`config.mk`:
```
export PLATFORM = sky130hd
export DESIGN_NAME = serial_sub_ctrl
export DESIGN_NICKNAME = d
export VERILOG_FILES = /design/src/rtl/sub_pkg.sv /design/src/rtl/sub_bit_cell.sv /design/src/rtl/serial_sub_ctrl.sv
export SDC_FILE = /design/constraint.sdc
export NUM_CORES = 1
export LEC_CHECK = 0
export CAP_MARGIN = 20
export CORE_MARGIN = 2
export CORE_UTILIZATION = 40
export CTS_CLUSTER_DIAMETER = 120
export DETAILED_ROUTE_END_ITERATION = 7
export PLACE_DENSITY = 0.7
export SYNTH_ARGS = -nofsm -noshare
export SYNTH_HDL_FRONTEND = slang
export SYNTH_SLANG_ARGS = --single-unit
```
`constraint.sdc`:
```
create_clock -name clk -period 1.9 [get_ports clk]
set_input_delay 0.38 -clock clk [delete_from_list [all_inputs] [get_ports clk]]
set_output_delay 0.38 -clock clk [all_outputs]
set_load 0.01 [all_outputs]
```
`src/rtl/sub_pkg.sv`:
```
// Shared definitions for the bit-serial subtraction controller:
// FSM state encoding and the counter-width helper.
package sub_pkg;

    typedef logic [1:0] state_t;

    localparam state_t S_IDLE  = 2'd0;
    localparam state_t S_SHIFT = 2'd1;
    localparam state_t S_DONE  = 2'd2;

    // Bits needed to count 0..w-1, never less than one.
    function automatic int clog2w(input int w);
        int r;
        r = 0;
        while ((1 << r) < w) r++;
        return (r < 1) ? 1 : r;
    endfunction

endpackage

```
`src/rtl/sub_bit_cell.sv`:
```
// Combinational 1-bit full subtractor built from two half-subtractor
// stages whose borrows are ORed together.
module sub_bit_cell (
    input  logic a,
    input  logic b,
    input  logic bin,
    output logic d,
    output logic bout
);

    logic d1;
    logic b1;
    logic b2;

    assign d1   = a ^ b;
    assign b1   = ~a & b;
    assign d    = d1 ^ bin;
    assign b2   = ~d1 & bin;
    assign bout = b1 | b2;

endmodule

```
`src/rtl/serial_sub_ctrl.sv`:
```
// Bit-serial subtractor: one sub_bit_cell reused over WIDTH cycles to form
// a - b LSB first, with a registered borrow chain between bits.
module serial_sub_ctrl
    import sub_pkg::*;
#(
    parameter int WIDTH = 8
) (
    input  logic             clk,
    input  logic             rst_n,
    input  logic             start,
    input  logic [WIDTH-1:0] a,
    input  logic [WIDTH-1:0] b,
    output logic             busy,
    output logic             done,
    output logic [WIDTH-1:0] diff,
    output logic             borrow_out
);

    localparam int            CW   = clog2w(WIDTH);
    localparam logic [CW-1:0] LAST = CW'(WIDTH - 1);

    state_t           state;
    state_t           state_nx;
    logic [WIDTH-1:0] sa;
    logic [WIDTH-1:0] sb;
    logic [WIDTH-1:0] res;
    logic [CW-1:0]    count;
    logic             bor;
    logic             d;
    logic             bnext;
    logic             accept;
    logic             last_bit;

    sub_bit_cell u_cell (
        .a    (sa[0]),
        .b    (sb[0]),
        .bin  (bor),
        .d    (d),
        .bout (bnext)
    );

    assign accept   = (state == S_IDLE) && start;
    assign last_bit = (state == S_SHIFT) && (count == LAST);

    always_ff @(posedge clk or negedge rst_n) begin
        if (!rst_n) begin
            state <= S_IDLE;
        end else begin
            state <= state_nx;
        end
    end

    always_comb begin
        state_nx = state;
        case (state)
            S_IDLE:  if (start) state_nx = S_SHIFT;
            S_SHIFT: if (count == LAST) state_nx = S_DONE;
            S_DONE:  state_nx = S_IDLE;
            default: state_nx = S_IDLE;
        endcase
    end

    always_comb begin
        busy = 1'b0;
        done = 1'b0;
        case (state)
            S_SHIFT: busy = 1'b1;
            S_DONE: begin
                busy = 1'b1;
                done = 1'b1;
            end
            default: ;
        endcase
    end

    // Operand/result shifting; the final bit is folded straight into diff
    // so the result is already valid in the cycle done is high.
    always_ff @(posedge clk or negedge rst_n) begin
        if (!rst_n) begin
            sa         <= '0;
            sb         <= '0;
            res        <= '0;
            count      <= '0;
            bor        <= 1'b0;
            diff       <= '0;
            borrow_out <= 1'b0;
        end else if (accept) begin
            sa    <= a;
            sb    <= b;
            bor   <= 1'b0;
            count <= '0;
        end else if (state == S_SHIFT) begin
            sa  <= sa >> 1;
            sb  <= sb >> 1;
            res <= {d, res[WIDTH-1:1]};
            bor <= bnext;
            if (last_bit) begin
                diff       <= {d, res[WIDTH-1:1]};
                borrow_out <= bnext;
            end else begin
                count <= count + CW'(1);
            end
        end
    end

endmodule

```
==> results.cfg, run 1 <==
[run_status]
outcome = completed

[worst_setup_path]
r2r-end = state[0]$_DFFE_PN0P_
r2r_start = count[0]$_DFFE_PN0P_
rr_worst_depth = 5
critPathMaxFanout = 4
worst_ep_required_time_ns = 1.52
cp.arrival_ns = 1.33
regToRegSetupSlack_ns = 0.21
end_kind = output port
crit_type = flip-flop to output port
worst_setup_path_start_kind = flip-flop

[grt]
grt_max_degree = 33
grt_overflow_total = 0
grt_first_pass_wirelength_um = 5030
antenna_found_initial = 0
grt_usage_pct = 13.3
grt_pass1_vias = 1152

[timing]
finalMaxSlewViolations = 0
period_share_pct = 90.0
fmax_ghz = 0.585
hold_violations = 0
setup_ws_ns = 0.190
rsz0062_at_grt = false
fin_crit_ns = 1.71
setup_viol = 0
fin_skew_ns = 0.00333
fin_tns_setup_ns = 0
slew_headroom_pct = 68.8
holdWs_ns = 0.0452
worst_pin_slew_ns = 0.468

[power]
power_mw = 3.21
peakVddDrop_uv = 781
sw_frac_of_total_pct = 32.0
p_seq_share_pct = 41.6
combPwrFrac_pct = 37.9
cellPowerDensity_nw_per_um2 = 1470
leakage_nw = 1.01
p_switching_mw = 1.03
power_frac_clock_pct = 20.5
p_int_mw = 2.19

[die]
io_pins = 30
start_util_pct = 42.4
chipHeight_um = 69.6
die_w_um = 69.6
num_rows = 23
coreArea_um2 = 4060
dieArea_um2 = 4840

[synth]
netlist.area_leader.share_pct = 55.2
ys_types = 19
ys.warnings.count = 0
avgSynthCellArea_um2 = 12.2
synth_top_area_cell = dfrtp_1
netlist_area_um2 = 1720
synth-seq-cells = 38
synth.area.top_cells = dfrtp_1, mux2_2, mux2i_1
syn_inst = 141
yosysSeqAreaShare_pct = 55.2
synth.net_count = 168

[final_layout]
final_util_pct = 53.7
nNetsFinal = 203
layout.cells.non_filler = 227
areaGrowthSynthToFinish_pct = 26.6
fill_cells = 347
num_antenna_cells = 0
fin_area_um2 = 2180
drive_above_1_share_pct = 19.2

[placed_design]
port_buffers = 29
hpwl_um = 2100
dp.cells = 218
gp_congestion = 0.709
place_ws_ns = 0.157
place_area_um2 = 2060

[detailed_routing]
remaining_drc_errors = 0
first_iter_violations = 44
routed_via_density = 4.76
vias = 1080
firstDrtPassIters = 4
ant_nets = 0
routedWlPerCell_um = 12.4
finalWirelength_um = 2820

[clock_tree]
clk_latency_ns = 0.28
cts_max_path_buffers = 2
tritoncts = built
htree_levels = 2
cts_buffers = 5
cts_sinks = 38
cts.clk_slew.worst_paths_ns = 0.07
clock-root-buffer = clkbuf_8

[job]
drv_cap = 0

[worst_hold_path]
hp-class = input pin to async pin
[synthesized netlist by cell type]
library cell / instances
nor2_1: 2
nor2_8: 1
and2b_1: 1
mux2_2: 18
inv_1: 6
buf_6: 1
buf_4: 2
nand2b_1: 3
clkbuf_1: 1
mux2i_1: 15
ha_1: 7
a21oi_1: 3
nand2_1: 21
and2_1: 1
dfrtp_1: 38
fa_1: 1
buf_2: 3
o21ai_0: 16
xnor2_1: 1
[state kept, by name (all words and copies together), names as in the netlist]
signal	count
state	2
res	7
count	3
sb	8
borrow_out	1
bor	1
diff	8
sa	8
[power by group through the flow]
stage / Sequential (mW) / Clock (mW) / Combinational (mW)
5_1_grt: 1.39 / 0.718 / 1.38
2_1_floorplan: 1.32 / 0 / 0.917
4_1_cts: 1.34 / 0.680 / 1.24
3_5_place_dp: 1.36 / 0 / 1.23
3_3_place_gp: 1.34 / 0 / 1.18
6_report: 1.34 / 0.659 / 1.22
[cell families after synthesis]
group / share of synthesized area [%]
AOI/OAI and AO/OA: 5.52
adders and majority gates: 6.25
and+or+nand+nor: 8.07
muxes: 20.5
buffers and inverters: 3.92
xor gates and xnor gates: 0.509
DFF: 55.2
[layout by cell type, fill, tap and decap left out]
master,instances
inv_1,6
xnor2_1,1
and2b_1,1
nor2_1,2
dlymetal6s2s_1,1
buf_4,6
buf_2,1
dlygate4sd2_1,1
fa_1,1
nor2_8,1
clkbuf_8,5
clkinv_2,2
a21oi_1,3
nand2b_1,3
mux2i_1,15
dfrtp_1,38
nand2_1,21
mux2_2,18
clkdlybuf4s50_1,26
bufinv_16,1
o21ai_0,16
and2_1,1
ha_1,7
[what timing repair did]
| action | 4_1_cts | 5_1_grt |
|---|---|---|
| hold buffers | 0 | 0 |
| setup endpoints to repair | 1 | 1 |
| setup buffers | 1 | 0 |
| gates resized for setup | 1 | 1 |
[final cells by class]
class	instances	area, um^2	area share, %
sequential	38	951	43.6
inverter	6	22.5	1.03
clock buffer	5	68.8	3.16
tap	50	62.6	2.87
timing repair buffer	35	332	15.2
multi-input combinational	90	703	32.3
clock inverter	3	40.0	1.84
[worst max-delay path by stage]
stage                    startpoint                     end  slack, ns  cells after the start
4_1_cts        state[0]$_DFFE_PN0P_                    done       0.05                      3
2_1_floorplan  state[0]$_DFFE_PN0P_  borrow_out$_DFFE_PN0P_       0.34                      6
3_3_place_gp                  start     diff[0]$_DFFE_PN0P_       0.19                      4
6_report       state[1]$_DFFE_PN0P_                    busy       0.19                      3
3_5_place_dp                  start       sb[7]$_DFFE_PN0P_       0.16                      5
5_1_grt        count[0]$_DFFE_PN0P_    state[0]$_DFFE_PN0P_        0.1                      5
[routing by layer]
metal	vias up	routed length, um	track usage, %
met2	14	1440	22.6
met3	6	56	3.78
met1	521	1250	14.7
met4	0	74	8.28
met5	-	0	0
li1	539	-	-
[critical path: stages, from the launching register on]
cell and delay, ns:
dfrtp_1 0.41, inv_1 0.12, ha_1 0.24, dlygate4sd2_1 0.28
Power figures use the tool's default switching activity.
==> inputs of run 2 (changes only) <==
--- a/config.mk
+++ b/config.mk
@@ -10,6 +10,7 @@
 export CORE_UTILIZATION = 40
 export CTS_CLUSTER_DIAMETER = 120
 export DETAILED_ROUTE_END_ITERATION = 7
+export HOLD_SLACK_MARGIN = 0.15
 export PLACE_DENSITY = 0.7
 export SYNTH_ARGS = -nofsm -noshare
 export SYNTH_HDL_FRONTEND = slang
==> results.cfg, run 2 (synthesized netlist as in run 1, its figures left out) <==
[power]
power_frac_clock_pct = 20.5
cellPowerDensity_nw_per_um2 = 1470
combPwrFrac_pct = 37.9
sw_frac_of_total_pct = 31.9
p_switching_mw = 1.03
p_int_mw = 2.19
leakage_nw = 1.02
p_seq_share_pct = 41.6
peakVddDrop_uv = 781

[die]
dieArea_um2 = 4840
coreArea_um2 = 4060
num_rows = 23
die_w_um = 69.6
chipHeight_um = 69.6
io_pins = 30
start_util_pct = 42.4

[placed_design]
hpwl_um = 2100
gp_congestion = 0.709
port_buffers = 29

[worst_setup_path]
cp_num_cells = 3
r2r_start = count[0]$_DFFE_PN0P_
worst_setup_path_start_kind = flip-flop
rr_worst_depth = 5
crit_type = flip-flop to output port
worst_ep_required_time_ns = 1.52
worstSetupStartpoint = state[1]$_DFFE_PN0P_
critPathMaxFanout = 4
path_buf_inv = 2
cp.arrival_ns = 1.33
end_kind = output port
crit_chain = inv_1 -> ha_1 -> dlygate4sd2_1
cp_top_family = flip-flops
crit_slowest_cell = dfrtp_1
cpPeakStageDelay_ns = 0.41
r2r-end = state[0]$_DFFE_PN0P_
regToRegSetupSlack_ns = 0.21

[timing]
fin_skew_ns = 0.00333
finalMaxSlewViolations = 0
worst_pin_slew_ns = 0.469
holdWs_ns = 0.510
fmax_ghz = 0.585
hold_violations = 0
fin_crit_ns = 1.71
fin_tns_setup_ns = 0
period_share_pct = 90.0
rsz0062_at_grt = false
slew_headroom_pct = 68.8
setup_viol = 0

[detailed_routing]
finalWirelength_um = 2830
routedWlPerCell_um = 12.4
firstDrtPassIters = 4
first_iter_violations = 45
ant_nets = 0
routed_via_density = 4.75
remaining_drc_errors = 0
vias = 1084

[run_status]
outcome = completed

[final_layout]
top_regs = diff (8), sa (8), sb (8)
areaGrowthSynthToFinish_pct = 27.2
final_common_cell = dfrtp_1
layout_common_cells = dfrtp_1, clkdlybuf4s50_1, nand2_1
drive_above_1_share_pct = 19.1
num_antenna_cells = 0
nNetsFinal = 204

[worst_hold_path]
min_from = borrow_out$_DFFE_PN0P_
hold_depth = 1
hp-class = flip-flop to flip-flop
hold_end = borrow_out$_DFFE_PN0P_

[job]
drv_cap = 0

[clock_tree]
tritoncts = built
clock-root-buffer = clkbuf_8
cts_max_path_buffers = 2
htree_levels = 2
clk_latency_ns = 0.28
cts_buffers = 5
cts.clk_slew.worst_paths_ns = 0.07
cts_sinks = 38

[grt]
grt_pass1_vias = 1154
grt_max_degree = 33
grt_first_pass_wirelength_um = 5030
grt_overflow_total = 0
grt_usage_pct = 13.3
antenna_found_initial = 0
run 2: layer usage:
metal  wire (um)  up-vias  track usage (%)  part of all wire [%]
li1            -      541                -                     -
met2        1440       14             22.6                    51
met1        1260      523             14.7                    44
met3          56        6             3.78                   2.0
met5           0        -                0                     0
met4          74        0             8.28                   2.6
run 2: per-stage QoR:
stage          total power, mW  setup WS (ns)  std cells  util [%]  area, um^2
2_1_floorplan             2.24          0.337        141         -        1720
3_3_place_gp              2.52          0.194        218      50.8        2060
3_5_place_dp              2.59          0.157        218      50.8        2060
4_1_cts                   3.26         0.0503        228      53.9        2190
5_1_grt                   3.49         0.0994        228      54.0        2190
6_report                  3.21          0.190        228      54.0        2190
run 2: final cells by class:
cell class	instances	area (um^2)
clock buffer	5	68.8
clock inverter	3	40.0
fill	346	1870
inverter	6	22.5
multi-input combinational	90	703
sequential	38	951
tap	50	62.6
timing repair buffer	36	342
run 2: worst max path at each step:
stage                                  end  slack, ns
CTS                                   done       0.05
finish                                busy       0.19
global route          state[0]$_DFFE_PN0P_        0.1
detailed placement       sb[7]$_DFFE_PN0P_       0.16
global placement       diff[0]$_DFFE_PN0P_       0.19
floorplan           borrow_out$_DFFE_PN0P_       0.34
run 2: power groups by stage:
stage          clock network (mW)  logic [mW]  registers (mW)
5_1_grt                     0.718        1.38            1.39
6_report                    0.659        1.22            1.34
2_1_floorplan                   0       0.917            1.32
3_3_place_gp                    0        1.18            1.34
4_1_cts                     0.680        1.24            1.34
3_5_place_dp                    0        1.23            1.36
run 2: repair_timing:
item                                    4_1_cts  5_1_grt
hold endpoints to repair                     20        0
gates resized for setup                       1        1
endpoints found under the setup margin        1        1
hold buffers                                  1        0
buffers inserted                              1        0
run 2: worst register-to-register path, delay by kind of cell, from the launching register on:
kind / cells / cell delay [ns]
mux: 1 / 0.37
simple gates: 1 / 0.25
fa+ha+maj: 2 / 0.35
compound gates: 1 / 0.24
flops: 1 / 0.38
